## config.mk

```make
export PLATFORM = sky130hd
export DESIGN_NAME = len_to_tkeep_framer
export DESIGN_NICKNAME = d
export VERILOG_FILES = /design/src/rtl/axis_len_pkg.sv /design/src/rtl/len_to_tkeep.sv /design/src/rtl/len_to_tkeep_framer.sv
export SDC_FILE = /design/constraint.sdc
export NUM_CORES = 1
export LEC_CHECK = 0
export ABC_AREA = 1
export CAP_MARGIN = 40
export CORE_MARGIN = 2
export CORE_UTILIZATION = 44
export CTS_BUF_LIST = sky130_fd_sc_hd__clkbuf_4 sky130_fd_sc_hd__clkbuf_8 sky130_fd_sc_hd__clkbuf_16
export DETAILED_ROUTE_END_ITERATION = 12
export DONT_BUFFER_PORTS = 1
export GPL_TIMING_DRIVEN = 0
export RECOVER_POWER = 50
export SETUP_SLACK_MARGIN = 0.5
export SYNTH_ARGS = -nofsm -noshare
export SYNTH_HDL_FRONTEND = slang
export SYNTH_SLANG_ARGS = --single-unit
```

## constraint.sdc

```tcl
create_clock -name clk -period 5.8 [get_ports clk]
set_input_delay 0.58 -clock clk [delete_from_list [all_inputs] [get_ports clk]]
set_output_delay 0.58 -clock clk [all_outputs]
set_load 0.02 [all_outputs]
```

## src/rtl/axis_len_pkg.sv

```systemverilog
// Shared definitions for the length-to-tkeep framer: default widths, FSM encoding
// and width helpers for parameterised instances.
package axis_len_pkg;

  localparam int unsigned TKEEP_WIDTH_DEF = 8;
  localparam int unsigned DATA_WIDTH      = 8 * TKEEP_WIDTH_DEF;
  // Enough bits to hold 0..TKEEP_WIDTH bytes left in a single beat.
  localparam int unsigned REM_WIDTH       = $clog2(TKEEP_WIDTH_DEF + 1);

  typedef enum logic {
    IDLE = 1'b0,
    RUN  = 1'b1
  } state_t;

  function automatic int unsigned data_width(input int unsigned keep_width);
    return 8 * keep_width;
  endfunction

  function automatic int unsigned rem_width(input int unsigned keep_width);
    return $clog2(keep_width + 1);
  endfunction

endpackage

```

## src/rtl/len_to_tkeep.sv

```systemverilog
// Remaining byte count -> contiguous low-order tkeep mask plus last-beat flag.
module len_to_tkeep
  import axis_len_pkg::*;
#(
  parameter int unsigned TKEEP_WIDTH = TKEEP_WIDTH_DEF,
  parameter int unsigned LEN_WIDTH   = 16
) (
  input  logic [LEN_WIDTH-1:0]   remaining,
  output logic [TKEEP_WIDTH-1:0] tkeep,
  output logic                   last
);

  localparam int unsigned RW = rem_width(TKEEP_WIDTH);

  logic [RW-1:0] rem_clamped;

  always_comb begin
    tkeep       = '0;
    rem_clamped = (remaining >= LEN_WIDTH'(TKEEP_WIDTH)) ? RW'(TKEEP_WIDTH) : RW'(remaining);
    last        = (remaining <= LEN_WIDTH'(TKEEP_WIDTH));
    for (int i = 0; i < TKEEP_WIDTH; i++) begin
      tkeep[i] = (rem_clamped > RW'(i));
    end
  end

endmodule

```

## src/rtl/len_to_tkeep_framer.sv

```systemverilog
// Frames an unframed beat stream into AXI-Stream packets from a byte-length command,
// generating tkeep/tlast through a single registered output stage.
module len_to_tkeep_framer
  import axis_len_pkg::*;
#(
  parameter int unsigned TKEEP_WIDTH = TKEEP_WIDTH_DEF,
  parameter int unsigned LEN_WIDTH   = 16
) (
  input  logic                     clk,
  input  logic                     rst,
  input  logic [LEN_WIDTH-1:0]     cmd_len,
  input  logic                     cmd_valid,
  output logic                     cmd_ready,
  input  logic [8*TKEEP_WIDTH-1:0] s_tdata,
  input  logic                     s_tvalid,
  output logic                     s_tready,
  output logic [8*TKEEP_WIDTH-1:0] m_tdata,
  output logic [TKEEP_WIDTH-1:0]   m_tkeep,
  output logic                     m_tlast,
  output logic                     m_tvalid,
  input  logic                     m_tready,
  output logic                     busy
);

  localparam int unsigned DW = data_width(TKEEP_WIDTH);

  state_t                 state_q, state_d;
  logic [LEN_WIDTH-1:0]   rem_q, rem_d;
  logic [DW-1:0]          tdata_q, tdata_d;
  logic [TKEEP_WIDTH-1:0] tkeep_q, tkeep_d;
  logic                   tlast_q, tlast_d;
  logic                   tvalid_q, tvalid_d;

  logic [TKEEP_WIDTH-1:0] beat_keep;
  logic                   beat_last;
  logic                   cmd_fire, s_fire;

  len_to_tkeep #(
    .TKEEP_WIDTH (TKEEP_WIDTH),
    .LEN_WIDTH   (LEN_WIDTH)
  ) u_len_to_tkeep (
    .remaining (rem_q),
    .tkeep     (beat_keep),
    .last      (beat_last)
  );

  // Gated by rst so the command port reads not-ready while reset is held.
  assign cmd_ready = (state_q == IDLE) && !rst;
  assign s_tready  = (state_q == RUN) && (!tvalid_q || m_tready);
  assign busy      = (state_q == RUN);

  assign cmd_fire = cmd_valid && cmd_ready;
  assign s_fire   = s_tvalid && s_tready;

  assign m_tdata  = tdata_q;
  assign m_tkeep  = tkeep_q;
  assign m_tlast  = tlast_q;
  assign m_tvalid = tvalid_q;

  always_comb begin
    state_d = state_q;
    rem_d   = rem_q;
    unique case (state_q)
      IDLE: begin
        if (cmd_fire && (cmd_len != '0)) begin
          rem_d   = cmd_len;
          state_d = RUN;
        end
      end
      RUN: begin
        if (s_fire) begin
          rem_d = (rem_q > LEN_WIDTH'(TKEEP_WIDTH)) ? rem_q - LEN_WIDTH'(TKEEP_WIDTH) : '0;
          if (beat_last) begin
            state_d = IDLE;
          end
        end
      end
      default: state_d = IDLE;
    endcase
  end

  always_comb begin
    tdata_d  = tdata_q;
    tkeep_d  = tkeep_q;
    tlast_d  = tlast_q;
    tvalid_d = tvalid_q;
    if (s_fire) begin
      tdata_d  = s_tdata;
      tkeep_d  = beat_keep;
      tlast_d  = beat_last;
      tvalid_d = 1'b1;
    end else if (m_tready) begin
      tvalid_d = 1'b0;
    end
  end

  always_ff @(posedge clk or posedge rst) begin
    if (rst) begin
      state_q  <= IDLE;
      rem_q    <= '0;
      tdata_q  <= '0;
      tkeep_q  <= '0;
      tlast_q  <= 1'b0;
      tvalid_q <= 1'b0;
    end else begin
      state_q  <= state_d;
      rem_q    <= rem_d;
      tdata_q  <= tdata_d;
      tkeep_q  <= tkeep_d;
      tlast_q  <= tlast_d;
      tvalid_q <= tvalid_d;
    end
  end

endmodule

```

==> results.sh <==
export IMPL_clock_sinks=91
export IMPL_finClkSkew_ns=0.01166
export IMPL_timing_final_ws_setup_ns=3.836
export IMPL_dp_slack_ns=3.859
export IMPL_yosysUniqueCellTypes=26
export IMPL_antenna_found_initial=0
export IMPL_final_cells=657
export IMPL_nets=627
export IMPL_clockPowerShare_pct=22.0
export IMPL_p_int_mw=1.198
export IMPL_rr_worst_depth=9
export IMPL_viasPerCell=4.948
export IMPL_synth_edf_count=0
export IMPL_synth_area_sq_um=4101
export IMPL_cts_hold_buf=0
export IMPL_avgSynthCellArea_sq_um=7.753
export IMPL_nFillCells=944
export IMPL_rsz0062_at_grt="false"
export IMPL_wl_microns=9577
export IMPL_reg2reg_from="busy$_DFF_PP0_"
export IMPL_ys_seq_area_share_pct=55.52
export IMPL_ys_flop_type="dfrtp_1"
export IMPL_arrival_ns=1.38
export IMPL_crit_buf_inv=1
export IMPL_first_global_vias=3090
export IMPL_clk_latency_ns=0.36
export IMPL_power_share_sequential_pct=54.4
export IMPL_placementRows=35
export IMPL_synth_top_cell_area_share_pct=55.52
export IMPL_power_density_nw_per_um2=455.0
export IMPL_path_delay_family="flip-flops"
export IMPL_p_leak_nw=2.395
export IMPL_dr_pass1_iters=4
export IMPL_hold_path_end="m_tvalid$_DFFE_PP0P_"
export IMPL_worst_slew_pin_slew_ns=1.424
export IMPL_gp_congestion=0.8199
export IMPL_cpMaxStageDelayCell="dfrtp_1"
export IMPL_drtIter0Drc=117
export IMPL_switching_share_pct=41.23
export IMPL_numPortBuffers=0
export IMPL_cpPeakStageDelay_ns=0.48
export IMPL_post_route_util_pct=48.94
export IMPL_drc_errors=0
export IMPL_grtUsageTotal_pct=19.11
export IMPL_required_ns=5.22
export IMPL_comb_power_share_pct=23.6
export IMPL_syn_inst=529
export IMPL_hp_start="m_tready"
export IMPL_finalHoldViolations=0
export IMPL_routedWlPerCell_microns=14.58
export IMPL_post_cts_setup_buffers=0
export IMPL_coreArea_sq_um=9153
export IMPL_final_setup_viol_count=0
export IMPL_start_kind="register"
export IMPL_drive_gt1_share_pct=8.242
export IMPL_worstSetupPathType="reg2out"
export IMPL_vias=3251
export IMPL_grt_max_degree=65
export IMPL_synthTopCellsByArea="dfrtp_1 (56%), nand2_1 (26%), nor2_1 (5.0%), nand3_1 (2.7%), inv_1 (2.0%)"
export IMPL_tns_ns=0
export IMPL_chipHeight_microns=100.5
export IMPL_h_tree_depth=3
export IMPL_ys_ff_latch=91
export IMPL_fin_crit_ns=1.964
export IMPL_status="finished clean"
export IMPL_area_delta_synth_final_pct=9.213
export IMPL_ys_warn_count=0
export IMPL_start_util_pct=44.81
export IMPL_die_x_microns=100.5
export IMPL_gr_total_overflow=0
export IMPL_path_depth=2
export IMPL_cts_resized_gates=0
export IMPL_grt_pass1_wl_microns=15100
export IMPL_multi_input_area_sq_um=1613
export IMPL_hpwl_microns=7118
export IMPL_cts_root_buf="clkbuf_8"
export IMPL_synthArstFlopShare_pct=100.0
export IMPL_dieArea_sq_um=10110
export IMPL_worstHoldPathCells=1
export IMPL_path_cells="buf_4 > nor2_1"
export IMPL_synth_nets=615
export IMPL_worstSetupEndpointType="output port"
export IMPL_max_freq_mhz=509.1
export IMPL_cts_buffers=9
export IMPL_diodes=0
export IMPL_r2r_end="m_tkeep[1]$_DFFE_PP0P_"
export IMPL_ios=162
export IMPL_placed_cells=641
export IMPL_max_cap_viol_count=0
export IMPL_postRouteAntennaNets=0
export IMPL_rrSetupSlack_ns=3.87
export IMPL_path_max_fanout=10
export IMPL_clk_pin_slew_worst_paths_ns=0.10
export IMPL_synth_top_area_cell="dfrtp_1"
export IMPL_ir_worst_vdd_mv=0.1498
export IMPL_register_area_sq_um=2277
export IMPL_switchingPower_mw=0.8402
export IMPL_cts_tree="built"
export IMPL_maxSlewViolCount=0
export IMPL_clockBufferDepth=2
export IMPL_period_share_pct=33.86
export IMPL_max_slew_margin_pct=4.559
export IMPL_hp_class="in2reg"
==> sequential cells by signal (all words and copies together) (netlist names) <==
signal / cells
rem_q: 16
busy: 1
m_tkeep: 8
m_tlast: 1
m_tvalid: 1
m_tdata: 64
==> area by class of cell <==
| type | instances | share of cell area, % |
|---|---|---|
| multi-input combinational | 394 | 36.01 |
| buffer | 19 | 2.626 |
| timing repair buffer | 1 | 0.6145 |
| clock inverter | 6 | 1.620 |
| clock buffer | 10 | 3.073 |
| inverter | 25 | 2.123 |
| tap | 111 | 3.101 |
| sequential | 91 | 50.84 |
==> worst max path at each step <==
stage | from | endpoint | slack (ns)
after floorplan | rst | busy$_DFF_PP0_ | 2.86
after global placement | rst | m_tdata[62]$_DFFE_PP0P_ | 1.78
after detailed placement | busy$_DFF_PP0_ | m_tkeep[1]$_DFFE_PP0P_ | 3.86
after CTS | busy$_DFF_PP0_ | cmd_ready | 3.81
after global routing | busy$_DFF_PP0_ | m_tkeep[6]$_DFFE_PP0P_ | 3.72
final | busy$_DFF_PP0_ | cmd_ready | 3.84
==> power by group through the flow <==
stage	Combinational, mW	Sequential, mW	Clock [mW]
after floorplan	0.401	1.08	0
after global placement	0.470	1.12	0
after detailed placement	0.486	1.12	0
after CTS	0.490	1.11	0.465
after global routing	0.575	1.13	0.490
final	0.481	1.11	0.448
==> cells by family (layout without fill, tap and decap cells) <==
kind of cell	Yosys count	after routing	share of synthesized area, %
buffers and inverters	44	61	5.156
AOI/OAI and AO/OA	13	13	1.922
adders and majority gates	1	1	0.3050
and+or+nand+nor	377	377	36.46
DFF	91	91	55.52
xor gates and xnor gates	3	3	0.6408
==> per-stage QoR <==
stage / instance area, sq um / hold slack (ns) / power [mW]
finish: 4479 / 0.3007 / 2.038
global route: 4479 / 0.2885 / 2.200
CTS: 4481 / 0.07166 / 2.066
detailed placement: 4270 / 0.4763 / 1.610
global placement: 4240 / 0.5066 / 1.591
floorplan: 4101 / 0.4711 / 1.478
==> metal layers <==
layer,vias up,GRT usage [%],part of all wire (%)
li1,1626,-,-
met1,1499,25.26,43
met2,108,29.53,47
met3,18,5.132,7.8
met4,0,8.535,2.3
met5,-,0,0
==> synthesized netlist by cell type (2+ instances only) <==
cell type,n
a21oi_1,2
buf_4,8
buf_6,2
clkbuf_1,8
dfrtp_1,91
inv_1,22
inv_2,3
nand2_1,288
nand2_2,2
nand3_1,22
nand3_2,3
nor2_1,55
nor2_2,4
o21ai_0,4
o21ai_1,3
xor2_1,2
==> placed cells by master (no fill, tap or decap), types with 2 or more instances in the layout <==
cell type and instances:
nand2_1 288, dfrtp_1 91, nor2_1 55, nand3_1 22
inv_1 21, clkbuf_8 10, buf_4 8, clkbuf_1 8
nor2_2 4, o21ai_0 4, inv_2 3, nand3_2 3
o21ai_1 3, clkinv_4 3, nand2_2 2, buf_6 2
xor2_1 2, a21oi_1 2
No activity file was read; power rests on OpenSTA's default activity.
==> variant 1 (config.mk and constraints unchanged) <==
Take the reset off `tdata_q` and load it in a clocked block of its own.
--- a/src/rtl/len_to_tkeep_framer.sv
+++ b/src/rtl/len_to_tkeep_framer.sv
@@ -98,19 +98,21 @@
     if (rst) begin
       state_q  <= IDLE;
       rem_q    <= '0;
-      tdata_q  <= '0;
       tkeep_q  <= '0;
       tlast_q  <= 1'b0;
       tvalid_q <= 1'b0;
     end else begin
       state_q  <= state_d;
       rem_q    <= rem_d;
-      tdata_q  <= tdata_d;
       tkeep_q  <= tkeep_d;
       tlast_q  <= tlast_d;
       tvalid_q <= tvalid_d;
     end
   end
 
+  always_ff @(posedge clk) begin
+    tdata_q <= tdata_d;
+  end
+
 endmodule
 
Formal check against the unedited RTL: differs if rst is asserted again (counterexample within 4 cycles, from zero or initial values and one cycle with rst high); with rst held inactive, the same outputs for 10 cycles.
==> variant 1 against the unedited design <==
Critical path depth grew 4; sequential cell count is the same; clock skew shrank 0.51 ps; via count shrank 32%; total power shrank 14%; setup slack lost 110 ps; cell area shrank 12%; highest routed layer unchanged; core utilization grew 1.8 points; register-to-register slack lost 140 ps; combinational power shrank 27%; global-route usage shrank 1.7 points; area after synthesis shrank 12%; fmax shrank 5.2%; routed wire length shrank 19%; critical path type is now reg2reg.
==> variant 1: results (changes against the unedited design) <==
placement:
  routability_congestion: 0.8573  # was 0.8199
  placedInstanceArea_um2: 3795  # was 4270 um^2
  pre_cts_ws_ps: 3727  # was 3859 ps
  placedCellCount: 417  # was 641
  dp_hpwl_mm: 5.899  # was 7.118 mm
critical_path:
  worst_ep_arrival_time_ps: 2130  # was 1380 ps
  timing.setup.critical_path_class: "reg2reg"  # was reg2out
  worst-path-max-fanout: 39  # was 10
  max_stage_delay_ps: 520  # was 480 ps
  cp_top_family: "buffers and inverters"  # was flip-flops
  worst_r2r_path_depth: 6  # was 9
  endpoint: "m_tdata[42]$_DFFE_PP_"  # was cmd_ready
sta:
  achievable-frequency_ghz: 0.4827  # was 0.5091 GHz
  final.setup_skew_ps: 11.15  # was 11.66 ps
  final.hold.worst_slack_ps: 56.60  # was 300.7 ps
  worst_slew_margin_rel_pct: 26.16  # was 4.559%
power:
  power-per-cell-area_nw_per_um2: 442.7  # was 455.0 nW/um^2
  cellLeakagePower_nw: 1.581  # was 2.395 nW
  peakVddDrop_mv: 0.1886  # was 0.1498 mV
  intPower_mw: 1.131  # was 1.198 mW
grt:
  grt_first_pass_wirelength_mm: 11.31  # was 15.10 mm
  globalRouteMet2Util_pct: 28.27  # was 29.53%
  track_usage_pct: 17.40  # was 19.11%
  grt_use_met1_pct: 20.75  # was 25.26%
  grt_start_max_net_pins: 40  # was 65
  antenna_found_initial: 0  # unchanged
  vias_in_the_first_global_route: 2058  # was 3,090
  globalRouteMet3Util_pct: 6.065  # was 5.132%
clock_tree:
  cts_resized: 0  # unchanged
  max-clock-path-buffers: 2  # unchanged
  worst_setup_hold_path_clk_slew_ps: 100  # about the same
drt:
  routedLengthMet1_mm: 2.905  # was 4.120 mm
  met3WireLength_um: 940  # was 743 um
  met2RoutedLength_mm: 3.846  # was 4.496 mm
  detailroute.via_count: 2203  # was 3,251
  initialDrtViolationCount: 107  # was 117
  routed_length_per_placed_instance_um: 18.01  # was 14.58 um
yosys:
  synth_ff_type: "edfxtp_1"  # was dfrtp_1
  synth_enable_flop_cells: 64  # was 0
  synth_area_leaders: "edfxtp_1 54%, dfrtp_1 19%, nand2_1 9.9%"  # was dfrtp_1 56%, nand2_1 26%, nor2_1 5.0%
  yosysSeqAreaShare_pct: 72.31  # was 55.52%
  asyncSetResetFlopFracSynth_pct: 29.67  # was 100.0%
  synthDistinctLibCells: 27  # was 26
  avgSynthCellArea_um2: 11.51  # was 7.753 um^2
  synth-adder-area-share_pct: 0.3483  # was 0.3051%
  netlist_top_cells_count: "95 x nand2_1, 64 x edfxtp_1, 54 x nor2_1"  # was 288 x nand2_1, 91 x dfrtp_1, 55 x nor2_1
  xor_and_xnor_fraction_of_the_mapped_netlist_area_pct: 1.463  # was 0.6406%
  post_synth_mux_area_share_pct: 0  # unchanged
  synthesis.nets: 398  # was 615
  synth_compound_gate_area_share_pct: 2.612  # was 1.922%
finish:
  design.final.nets: 412  # was 627
  final_cells: 433  # was 657
  share_of_layout_cells_above_drive_strength_1_pct: 11.78  # was 8.242%
min_path:
  hp-class: "in2async"  # was in2reg
outcome:
  status: "complete, no violations"  # unchanged
## variant 1: cell count changes after synthesis, sizes merged, moves of 2 or more
cell / before / now
clkbuf: 8 / 1
edfxtp: 0 / 64
nand2: 290 / 101
buf: 11 / 4
o311ai: 0 / 2
o211ai: 0 / 2
nand3: 25 / 12
inv: 25 / 20
xnor2: 1 / 4
dfrtp: 91 / 27
## variant 1: area by class of cell
cell class	instances	area [um^2]
fill	704	3849
sequential	91	2597
multi-input combinational	196	877.1
clock buffer	10	131.4
tap	102	127.6
inverter	20	75.07
clock inverter	6	56.30
timing repair buffer	3	51.30
buffer	5	42.54
## variant 1: power groups by stage
| stage | Clock [mW] | Combinational, mW | Sequential [mW] |
|---|---|---|---|
| 2_1_floorplan | 0 | 0.285 | 0.979 |
| 5_1_grt | 0.447 | 0.412 | 1.01 |
| 3_5_place_dp | 0 | 0.355 | 1.00 |
| 3_3_place_gp | 0 | 0.337 | 1.00 |
| 4_1_cts | 0.420 | 0.358 | 0.991 |
| 6_report | 0.411 | 0.352 | 0.990 |
==> variant 2 (same flow settings) <==
Made on the original files. `LEN_WIDTH` is set to 16 in 2 places; all go to 32.
--- a/src/rtl/len_to_tkeep.sv
+++ b/src/rtl/len_to_tkeep.sv
@@ -3,7 +3,7 @@
   import axis_len_pkg::*;
 #(
   parameter int unsigned TKEEP_WIDTH = TKEEP_WIDTH_DEF,
-  parameter int unsigned LEN_WIDTH   = 16
+  parameter int unsigned LEN_WIDTH   = 32
 ) (
   input  logic [LEN_WIDTH-1:0]   remaining,
   output logic [TKEEP_WIDTH-1:0] tkeep,
--- a/src/rtl/len_to_tkeep_framer.sv
+++ b/src/rtl/len_to_tkeep_framer.sv
@@ -4,7 +4,7 @@
   import axis_len_pkg::*;
 #(
   parameter int unsigned TKEEP_WIDTH = TKEEP_WIDTH_DEF,
-  parameter int unsigned LEN_WIDTH   = 16
+  parameter int unsigned LEN_WIDTH   = 32
 ) (
   input  logic                     clk,
   input  logic                     rst,
Ports: changed (resized cmd_len); port bits go from 162 to 178. The function was not compared with the original's and may differ.
==> variant 2 against the unedited design <==
Setup slack got worse by 490 ps; sequential power increased by 21%; routed wire length increased by 51%; cell area increased by 32%; the flow now finishes with violations (capacitance limit, slew limit); total power increased by 36%; critical path type unchanged; area after synthesis increased by 32%; register-to-register slack got worse by 270 ps; synthesized cell count increased by 38%; critical path depth unchanged; largest cell class unchanged; clock power increased by 39%; sequential cell count increased by 16; count of clock-buffer cells in the layout unchanged.
==> variant 2: results (changes against the unedited design) <==
outcome:
  failing_checks: "capacitance limit, slew limit"
  status: "complete, but fails checks"  # was complete, no violations
critical_path:
  worst_r2r_path_depth: 7  # was 9
  worst_ep_arrival_time_ps: 1880  # was 1380 ps
yosys:
  synthDistinctLibCells: 32  # was 26
  synthesis.nets: 831  # was 615
  yosysSeqAreaShare_pct: 49.54  # was 55.52%
  synth_area_leaders: "dfrtp_1 50%, nand2_1 25%, nor2_1 6.0%"  # was dfrtp_1 56%, nand2_1 26%, nor2_1 5.0%
  netlist_top_cells_count: "359 x nand2_1, 107 x dfrtp_1, 86 x nor2_1"  # was 288 x nand2_1, 91 x dfrtp_1, 55 x nor2_1
power:
  cellLeakagePower_nw: 2.966  # was 2.395 nW
  peakVddDrop_mv: 0.1686  # was 0.1498 mV
job:
  timing.max_cap.violations: 1  # was 0
drt:
  detailroute.via_count: 4691  # was 3,251
  routed_length_per_placed_instance_um: 16.21  # was 14.58 um
  initialDrtViolationCount: 316  # was 117
min_path:
  whs_path_depth: 2  # was 1
grt:
  grt_first_pass_wirelength_mm: 22.60  # was 15.10 mm
  grt_start_max_net_pins: 57  # was 65
  vias_in_the_first_global_route: 4517  # was 3,090
sta:
  tightest_slew_ps: 2460  # was 1424 ps
  final.setup_skew_ps: 9.734  # was 11.66 ps
  final_max_slew_viol_count: 52  # was 0
placement:
  dp_hpwl_mm: 10.97  # was 7.118 mm
  routability_congestion: 0.9308  # was 0.8199
clock_tree:
  worst_setup_hold_path_clk_slew_ps: 80  # was 100 ps
  ctsRootBufferMaster: "clkbuf_16"  # was clkbuf_8
finish:
  share_of_layout_cells_above_drive_strength_1_pct: 7.641  # was 8.242%
  design.final.nets: 843  # was 627
  fillers: 1226  # was 944
[variant 2: cell count changes in the layout (fill, tap and decap cells not counted), moves of 8 or more]
cell | unedited run | this run
nand4_1 | 1 | 14
o21ai_1 | 3 | 11
xor2_1 | 2 | 10
nor2_1 | 55 | 86
dfrtp_1 | 91 | 107
clkbuf_8 | 10 | 1
o21ai_0 | 4 | 18
a21oi_1 | 2 | 10
nand2_1 | 288 | 359
clkbuf_16 | 0 | 9
[variant 2: cells by family (layout without fill, tap and decap cells)]
family	count (synthesis)	count (layout)	share of synthesized area [%]
xor+xnor	16	16	2.593
fa+ha+maj	1	1	0.2314
flops	107	107	49.54
buf+inv	60	77	5.278
compound gates	50	50	5.417
simple gates	495	495	36.94
[variant 2: final cells by class]
type | count | area (um^2) | area share [%]
clock buffers | 10 | 239.0 | 4.036
plain buffers | 25 | 151.4 | 2.557
flip-flops and latches | 107 | 2678 | 45.22
well taps | 147 | 183.9 | 3.107
inverters | 35 | 135.1 | 2.282
clock inverters | 6 | 63.81 | 1.078
repair buffers | 1 | 27.53 | 0.4649
multi-input cells | 562 | 2442 | 41.25
[variant 2: stage by stage]
| stage | hold slack, ps | std cells | setup WS, ps | instance area [um^2] |
|---|---|---|---|---|
| after floorplan | 448.9 | 729 | 2403 | 5405 |
| after global placement | 472.4 | 876 | 1289 | 5589 |
| after detailed placement | 489.8 | 877 | 3567 | 5619 |
| after CTS | 245.0 | 893 | 3344 | 5922 |
| after global routing | 317.2 | 893 | 3289 | 5921 |
| final | 333.8 | 893 | 3345 | 5921 |
[variant 2: where the power goes]
group	total (mW)	internal (mW)	leakage (nW)	switching (mW)
Sequential	1.34	0.966	1.29	0.374
Combinational	0.816	0.293	1.53	0.524
Clock	0.621	0.316	0.146	0.305
Total	2.78	1.57	2.97	1.20
[variant 2: per-layer routing]
metal | vias to the layer above | wire length, um | track usage, % | share of wire [%]
met4 | 0 | 204 | 5.622 | 1.4
met2 | 170 | 6546 | 33.02 | 45
met1 | 2216 | 6650 | 30.99 | 46
met5 | - | 0 | 0 | 0
li1 | 2282 | - | - | -
met3 | 23 | 1076 | 6.115 | 7.4
[variant 2: final timing paths]
path	from	end	slack, ps
worst max register to register	busy$_DFF_PP0_	m_tdata[35]$_DFFE_PP0P_	3600
worst min register to register	rem_q[4]$_DFFE_PP0P_	rem_q[4]$_DFFE_PP0P_	500
min in group asynchronous	rst	rem_q[3]$_DFFE_PP0P_	780
max in group asynchronous	rst	m_tvalid$_DFFE_PP0P_	3900
worst max-delay path	busy$_DFF_PP0_	cmd_ready	3340
worst min-delay path	s_tdata[20]	m_tdata[20]$_DFFE_PP0P_	330
